--- config.mk ---
export PLATFORM = sky130hd
export DESIGN_NAME = control_unit
export DESIGN_NICKNAME = d
export VERILOG_FILES = /design/src/rtl/control_unit.sv
export SDC_FILE = /design/constraint.sdc
export NUM_CORES = 1
export LEC_CHECK = 0
export CORE_ASPECT_RATIO = 1.2
export CORE_MARGIN = 2
export CORE_UTILIZATION = 41
export CTS_CLUSTER_DIAMETER = 40
export DETAILED_ROUTE_END_ITERATION = 16
export PLACE_DENSITY = 0.86
export SYNTH_ARGS = -nofsm -noshare
export SYNTH_HDL_FRONTEND = slang
export SYNTH_SLANG_ARGS = --single-unit
--- constraint.sdc ---
create_clock -name clock -period 2.2 [get_ports clock]
set_input_delay 0.55 -clock clock [delete_from_list [all_inputs] [get_ports clock]]
set_output_delay 0.55 -clock clock [all_outputs]
set_load 0.01 [all_outputs]
--- src/rtl/control_unit.sv ---
// Multicycle CPU main controller: a Moore FSM that advances one state per clock and decodes OPCODE/FUNCT into datapath enables and mux selects.
// Outputs depend on the current state, plus Zero in BEQ and FUNCT in R_EX. Memory latency is absorbed by a MEM_WAIT cycle counter; there is no other backpressure.
module control_unit #(
  parameter int unsigned MEM_WAIT = 1
) (
  input  logic       clock,
  input  logic       reset,
  input  logic [5:0] OPCODE,
  input  logic [5:0] FUNCT,
  input  logic       Zero,
  output logic       PCWrite,
  output logic       MemWrite,
  output logic       IRWrite,
  output logic       IorD,
  output logic       ABWrite,
  output logic       ALUOutWrite,
  output logic       MDRWrite,
  output logic       RegWrite,
  output logic       RegDst,
  output logic       MemToReg,
  output logic       ALUSrcA,
  output logic [1:0] ALUSrcB,
  output logic [2:0] ALUOp,
  output logic [1:0] PCSource,
  output logic [4:0] state_out
);

  typedef enum logic [4:0] {
    S_RESET    = 5'd0,
    S_FETCH    = 5'd1,
    S_FETCH_W  = 5'd2,
    S_FETCH_LD = 5'd3,
    S_DECODE   = 5'd4,
    S_R_EX     = 5'd5,
    S_R_WB     = 5'd6,
    S_ADDI_EX  = 5'd7,
    S_ADDI_WB  = 5'd8,
    S_ADDR     = 5'd9,
    S_LW_RD    = 5'd10,
    S_LW_W     = 5'd11,
    S_LW_LD    = 5'd12,
    S_LW_WB    = 5'd13,
    S_SW_WR    = 5'd14,
    S_BEQ      = 5'd15,
    S_JUMP     = 5'd16,
    S_EXC      = 5'd17
  } state_t;

  localparam logic [5:0] OP_RTYPE = 6'h00;
  localparam logic [5:0] OP_JUMP  = 6'h02;
  localparam logic [5:0] OP_BEQ   = 6'h04;
  localparam logic [5:0] OP_ADDI  = 6'h08;
  localparam logic [5:0] OP_LW    = 6'h23;
  localparam logic [5:0] OP_SW    = 6'h2B;

  localparam logic [2:0] ALU_ADD = 3'b000;
  localparam logic [2:0] ALU_SUB = 3'b001;
  localparam logic [2:0] ALU_AND = 3'b010;
  localparam logic [2:0] ALU_OR  = 3'b011;

  localparam logic [1:0] WAIT_INIT = MEM_WAIT[1:0];
  localparam bit         NO_WAIT   = (MEM_WAIT == 0);

  state_t     state, state_nxt;
  logic [1:0] wait_cnt;
  logic       funct_ok;
  logic [2:0] funct_alu;

  always_ff @(posedge clock) begin
    if (reset) begin
      state    <= S_RESET;
      wait_cnt <= 2'd0;
    end else begin
      state <= state_nxt;
      // Address-issue states load the latency; wait states count it down.
      case (state)
        S_FETCH, S_LW_RD:  wait_cnt <= WAIT_INIT;
        S_FETCH_W, S_LW_W: wait_cnt <= wait_cnt - 2'd1;
        default:           wait_cnt <= wait_cnt;
      endcase
    end
  end

  always_comb begin
    funct_ok  = 1'b1;
    funct_alu = ALU_ADD;
    case (FUNCT)
      6'h20:   funct_alu = ALU_ADD;
      6'h22:   funct_alu = ALU_SUB;
      6'h24:   funct_alu = ALU_AND;
      6'h25:   funct_alu = ALU_OR;
      default: funct_ok  = 1'b0;
    endcase
  end

  always_comb begin
    state_nxt = state;
    case (state)
      S_RESET:    state_nxt = S_FETCH;
      S_FETCH:    state_nxt = NO_WAIT ? S_FETCH_LD : S_FETCH_W;
      S_FETCH_W:  state_nxt = (wait_cnt <= 2'd1) ? S_FETCH_LD : S_FETCH_W;
      S_FETCH_LD: state_nxt = S_DECODE;
      S_DECODE: begin
        case (OPCODE)
          OP_RTYPE:     state_nxt = S_R_EX;
          OP_ADDI:      state_nxt = S_ADDI_EX;
          OP_LW, OP_SW: state_nxt = S_ADDR;
          OP_BEQ:       state_nxt = S_BEQ;
          OP_JUMP:      state_nxt = S_JUMP;
          default:      state_nxt = S_EXC;
        endcase
      end
      S_R_EX:     state_nxt = funct_ok ? S_R_WB : S_EXC;
      S_R_WB:     state_nxt = S_FETCH;
      S_ADDI_EX:  state_nxt = S_ADDI_WB;
      S_ADDI_WB:  state_nxt = S_FETCH;
      S_ADDR:     state_nxt = (OPCODE == OP_LW) ? S_LW_RD : S_SW_WR;
      S_LW_RD:    state_nxt = NO_WAIT ? S_LW_LD : S_LW_W;
      S_LW_W:     state_nxt = (wait_cnt <= 2'd1) ? S_LW_LD : S_LW_W;
      S_LW_LD:    state_nxt = S_LW_WB;
      S_LW_WB:    state_nxt = S_FETCH;
      S_SW_WR:    state_nxt = S_FETCH;
      S_BEQ:      state_nxt = S_FETCH;
      S_JUMP:     state_nxt = S_FETCH;
      S_EXC:      state_nxt = S_FETCH;
      default:    state_nxt = S_RESET;
    endcase
  end

  always_comb begin
    PCWrite     = 1'b0;
    MemWrite    = 1'b0;
    IRWrite     = 1'b0;
    IorD        = 1'b0;
    ABWrite     = 1'b0;
    ALUOutWrite = 1'b0;
    MDRWrite    = 1'b0;
    RegWrite    = 1'b0;
    RegDst      = 1'b0;
    MemToReg    = 1'b0;
    ALUSrcA     = 1'b0;
    ALUSrcB     = 2'b00;
    ALUOp       = ALU_ADD;
    PCSource    = 2'b00;
    case (state)
      S_FETCH_LD: begin
        IRWrite = 1'b1;
        ALUSrcB = 2'b01;
        PCWrite = 1'b1;
      end
      S_DECODE: begin
        ABWrite     = 1'b1;
        ALUOutWrite = 1'b1;
        ALUSrcB     = 2'b11;
      end
      S_R_EX: begin
        // An illegal FUNCT must not clobber ALUOut on its way to EXC.
        ALUSrcA     = 1'b1;
        ALUOutWrite = funct_ok;
        ALUOp       = funct_alu;
      end
      S_R_WB: begin
        RegWrite = 1'b1;
        RegDst   = 1'b1;
      end
      S_ADDI_EX, S_ADDR: begin
        ALUSrcA     = 1'b1;
        ALUSrcB     = 2'b10;
        ALUOutWrite = 1'b1;
      end
      S_ADDI_WB: RegWrite = 1'b1;
      S_LW_RD, S_LW_W: IorD = 1'b1;
      S_LW_LD: begin
        IorD     = 1'b1;
        MDRWrite = 1'b1;
      end
      S_LW_WB: begin
        RegWrite = 1'b1;
        MemToReg = 1'b1;
      end
      S_SW_WR: begin
        IorD     = 1'b1;
        MemWrite = 1'b1;
      end
      S_BEQ: begin
        ALUSrcA  = 1'b1;
        ALUOp    = ALU_SUB;
        PCSource = 2'b01;
        PCWrite  = Zero;
      end
      S_JUMP: begin
        PCSource = 2'b10;
        PCWrite  = 1'b1;
      end
      S_EXC: begin
        PCSource = 2'b11;
        PCWrite  = 1'b1;
      end
      default: ;
    endcase
  end

  assign state_out = state;

endmodule
==> impl_metrics.toml <==
[setup_path]
cpPeakStageDelay_ns = 0.43
worst-r2r-cell-count = 6
crit_arrival_ns = 1.68
cp-end-kind = "primary output"
cp_max_fo = 2
required_ns = 1.65
critPathKind = "input pin to primary output"
reg2reg_to = "state_out[1]$_SDFF_PP0_"
r2r-start = "wait_cnt[1]$_SDFFE_PP0P_"
crit_slowest_cell = "or4_4"
path_common_cell = "o21ai_2"
crit_path_cell_trace = "clkdlybuf4s15_1 > nor3b_4 > o21ai_2 > or4_4 > o21ai_2 > buf_2"
reg2reg_slack_ns = 0.61
critPathLaunch = "FUNCT[3]"
start_kind = "input pin"

[power]
total_power_uw = 677
p_leak_uw = 0.000664
p_switching_uw = 267
power_density_mw_per_mm2 = 464
sw_frac_of_total = 0.394
pwr-share-seq = 0.238
internal_power_uw = 410
pwr-share-comb = 0.570
ir_drop_mv = 0.374
clock_power_share = 0.193

[synthesis]
syn_area_um2 = 840
synth_seq_cells = 7
synthTopCellsByCount = "nor2_1, o21ai_0, nand2_1"
syn_nets = 137
yosysTopAreaCell = "dfxtp_1"
synth_top_area_frac = 0.167
synthTopCellsByArea = "dfxtp_1, o21ai_0, nor2_1"
synthArstFlopShare = 0
yosysMostFrequentCell = "nor2_1"
synth_cells = 121
synth.distinct_cells = 45
syn_area_per_cell_um2 = 6.94
synth_edf_count = 0
yosys_warnings = 0
synthFlopType = "dfxtp_1"
yosysSeqAreaShare = 0.167

[clock_tree]
numClockSinks = 7
cts.clk_slew.worst_paths_ns = 0.06
cts_buffer_depth = 2
cts_tree = "built"
worstSkewPairLatency_ns = 0.27
cts_buffers = 3
root_buffer = "clkbuf_4"
postCtsHoldBufs = 0
htreeDepth = 1

[run_status]
outcome = "complete, but fails checks"
violations = "negative setup slack"

[sta]
slew_headroom = 0.683
setup_viol = 1
slew_violations = 0
fmaxAchievable_ghz = 0.449
layout_min_cycle_time_ns = 2.23
hold_violations = 0
layout_setup_ws_ns = -0.0280
clock_skew_ns = 0.00694
tightest_slew_ns = 0.464
rsz0062_at_grt = "yes"
fin_crit_sh = 1.01

[finish]
final_util = 0.770
drive_gt1_frac = 0.317
fillCellCount = 144
final_nets = 197
diodes = 0
syn_to_final_growth_pct = 73.6

[drt]
via_per_inst = 5.92
drc = 0
ant_nets = 0
drt_wl_total_mm = 3.10
detail_route.iter0.violations = 53
via_count = 1178
first_pass_iters = 4
routedWlPerCell_um = 15.6

[die]
core_area_mm2 = 0.00189
ioPinCount = 38
die_h_um = 53.6
dieWidth_um = 45.3
dieArea_mm2 = 0.00243
initial_core_util = 0.443
num_rows = 17

[hold_path]
min_to = "wait_cnt[0]$_SDFFE_PP0P_"
hp-start = "wait_cnt[0]$_SDFFE_PP0P_"
hold_class = "flop to flop"
holdPathStages = 2

[global_routing]
grt_pass1_vias = 1123
grt_util_all_layers = 0.261
globalRouteOverflowTotal = 0
grt_pass1_wl_mm = 4.69
antenna_found_initial = 0
grt_max_degree = 16

[flow_run]
maxCapViolCount = 0

[place]
numPortBuffers = 36
hpwl_mm = 2.21
globalplace.congestion = 0.851
## power groups by stage
stage / registers (µW) / logic [µW] / clock network, µW
2_1_floorplan: 160 / 182 / 0
3_3_place_gp: 160 / 321 / 0
3_5_place_dp: 160 / 332 / 0
4_1_cts: 160 / 344 / 128
5_1_grt: 163 / 414 / 136
6_report: 161 / 385 / 130
## cells in the final DEF, fill, tap and decap left out, drive strengths merged, types with 2 or more instances in the layout
cell	n
clkdlybuf4s15	4
nor2	11
a21oi	7
nand3b	2
a2111o	2
o21ai	9
a2111oi	2
clkdlybuf4s50	13
clkbuf	6
xnor2	4
or4	4
nand2b	4
nand3	4
nor4b	2
nor4	2
nand2	8
a31oi	4
and3	2
buf	32
dfxtp	7
nor3	4
nor3b	2
nor2b	6
and2	3
dlygate4sd2	13
inv	7
## layer usage
| metal | track usage | vias up | wire length (µm) |
|---|---|---|---|
| li1 | - | 558 | - |
| met5 | 0 | - | 0 |
| met2 | 0.474 | 56 | 1630 |
| met4 | 0.132 | 0 | 102 |
| met1 | 0.283 | 549 | 1210 |
| met3 | 0.0470 | 15 | 159 |
## how the worst max path moves through the flow
| stage | endpoint | cells past startpoint |
|---|---|---|
| after floorplan | ALUOutWrite | 4 |
| after global placement | ALUOutWrite | 6 |
| after detailed placement | ALUOutWrite | 6 |
| after CTS | ALUOutWrite | 6 |
| after global routing | ALUOutWrite | 6 |
| final | ALUOutWrite | 6 |
## state kept, by name, summed over array words and instances (netlist names)
name	cells
wait_cnt	2
state_out	5
## cells by family (layout without fill, tap and decap cells)
logic type | Yosys count | in the layout | synth area share
and+or+nand+nor | 59 | 59 | 0.423
AOI/OAI and AO/OA | 32 | 32 | 0.249
buffers and inverters | 17 | 76 | 0.0999
DFF | 7 | 7 | 0.167
xor gates and xnor gates | 4 | 4 | 0.0417
adders and majority gates | 1 | 1 | 0.0149
other | 1 | 1 | 0.00447
## what timing repair did
item,in CTS,in global routing
gates resized for setup,51,13
buffers inserted,3,4
pin swaps,4,2
cloned,0,0
setup endpoints to repair,17,9
## area by class of cell
| type | instances | area (µm²) | area share |
|---|---|---|---|
| Clock buffer | 4 | 26.3 | 0.0180 |
| Multi-Input combinational cell | 97 | 684 | 0.470 |
| Tap cell | 19 | 23.8 | 0.0163 |
| Inverter | 7 | 26.3 | 0.0180 |
| Sequential cell | 7 | 143 | 0.0979 |
| Timing Repair Buffer | 65 | 554 | 0.380 |
## per-stage QoR
step	setup WS [ns]	cell area [µm²]	hold slack, ns	TNS (ns)	cells
2_1_floorplan	0.124	840	0.452	0	121
3_3_place_gp	-0.772	1330	0.482	-1.78	188
3_5_place_dp	-0.824	1330	0.505	-1.91	188
4_1_cts	-0.107	1410	0.515	-0.107	195
5_1_grt	-0.0887	1460	0.541	-0.0899	199
6_report	-0.0280	1460	0.529	-0.0280	199
## worst max-delay path: cells and delay by family
kind	cells	cell delay, ns
compound gates	2	0.16
buf+inv	2	0.33
simple gates	2	0.63
Power figures use the tool's default switching activity.
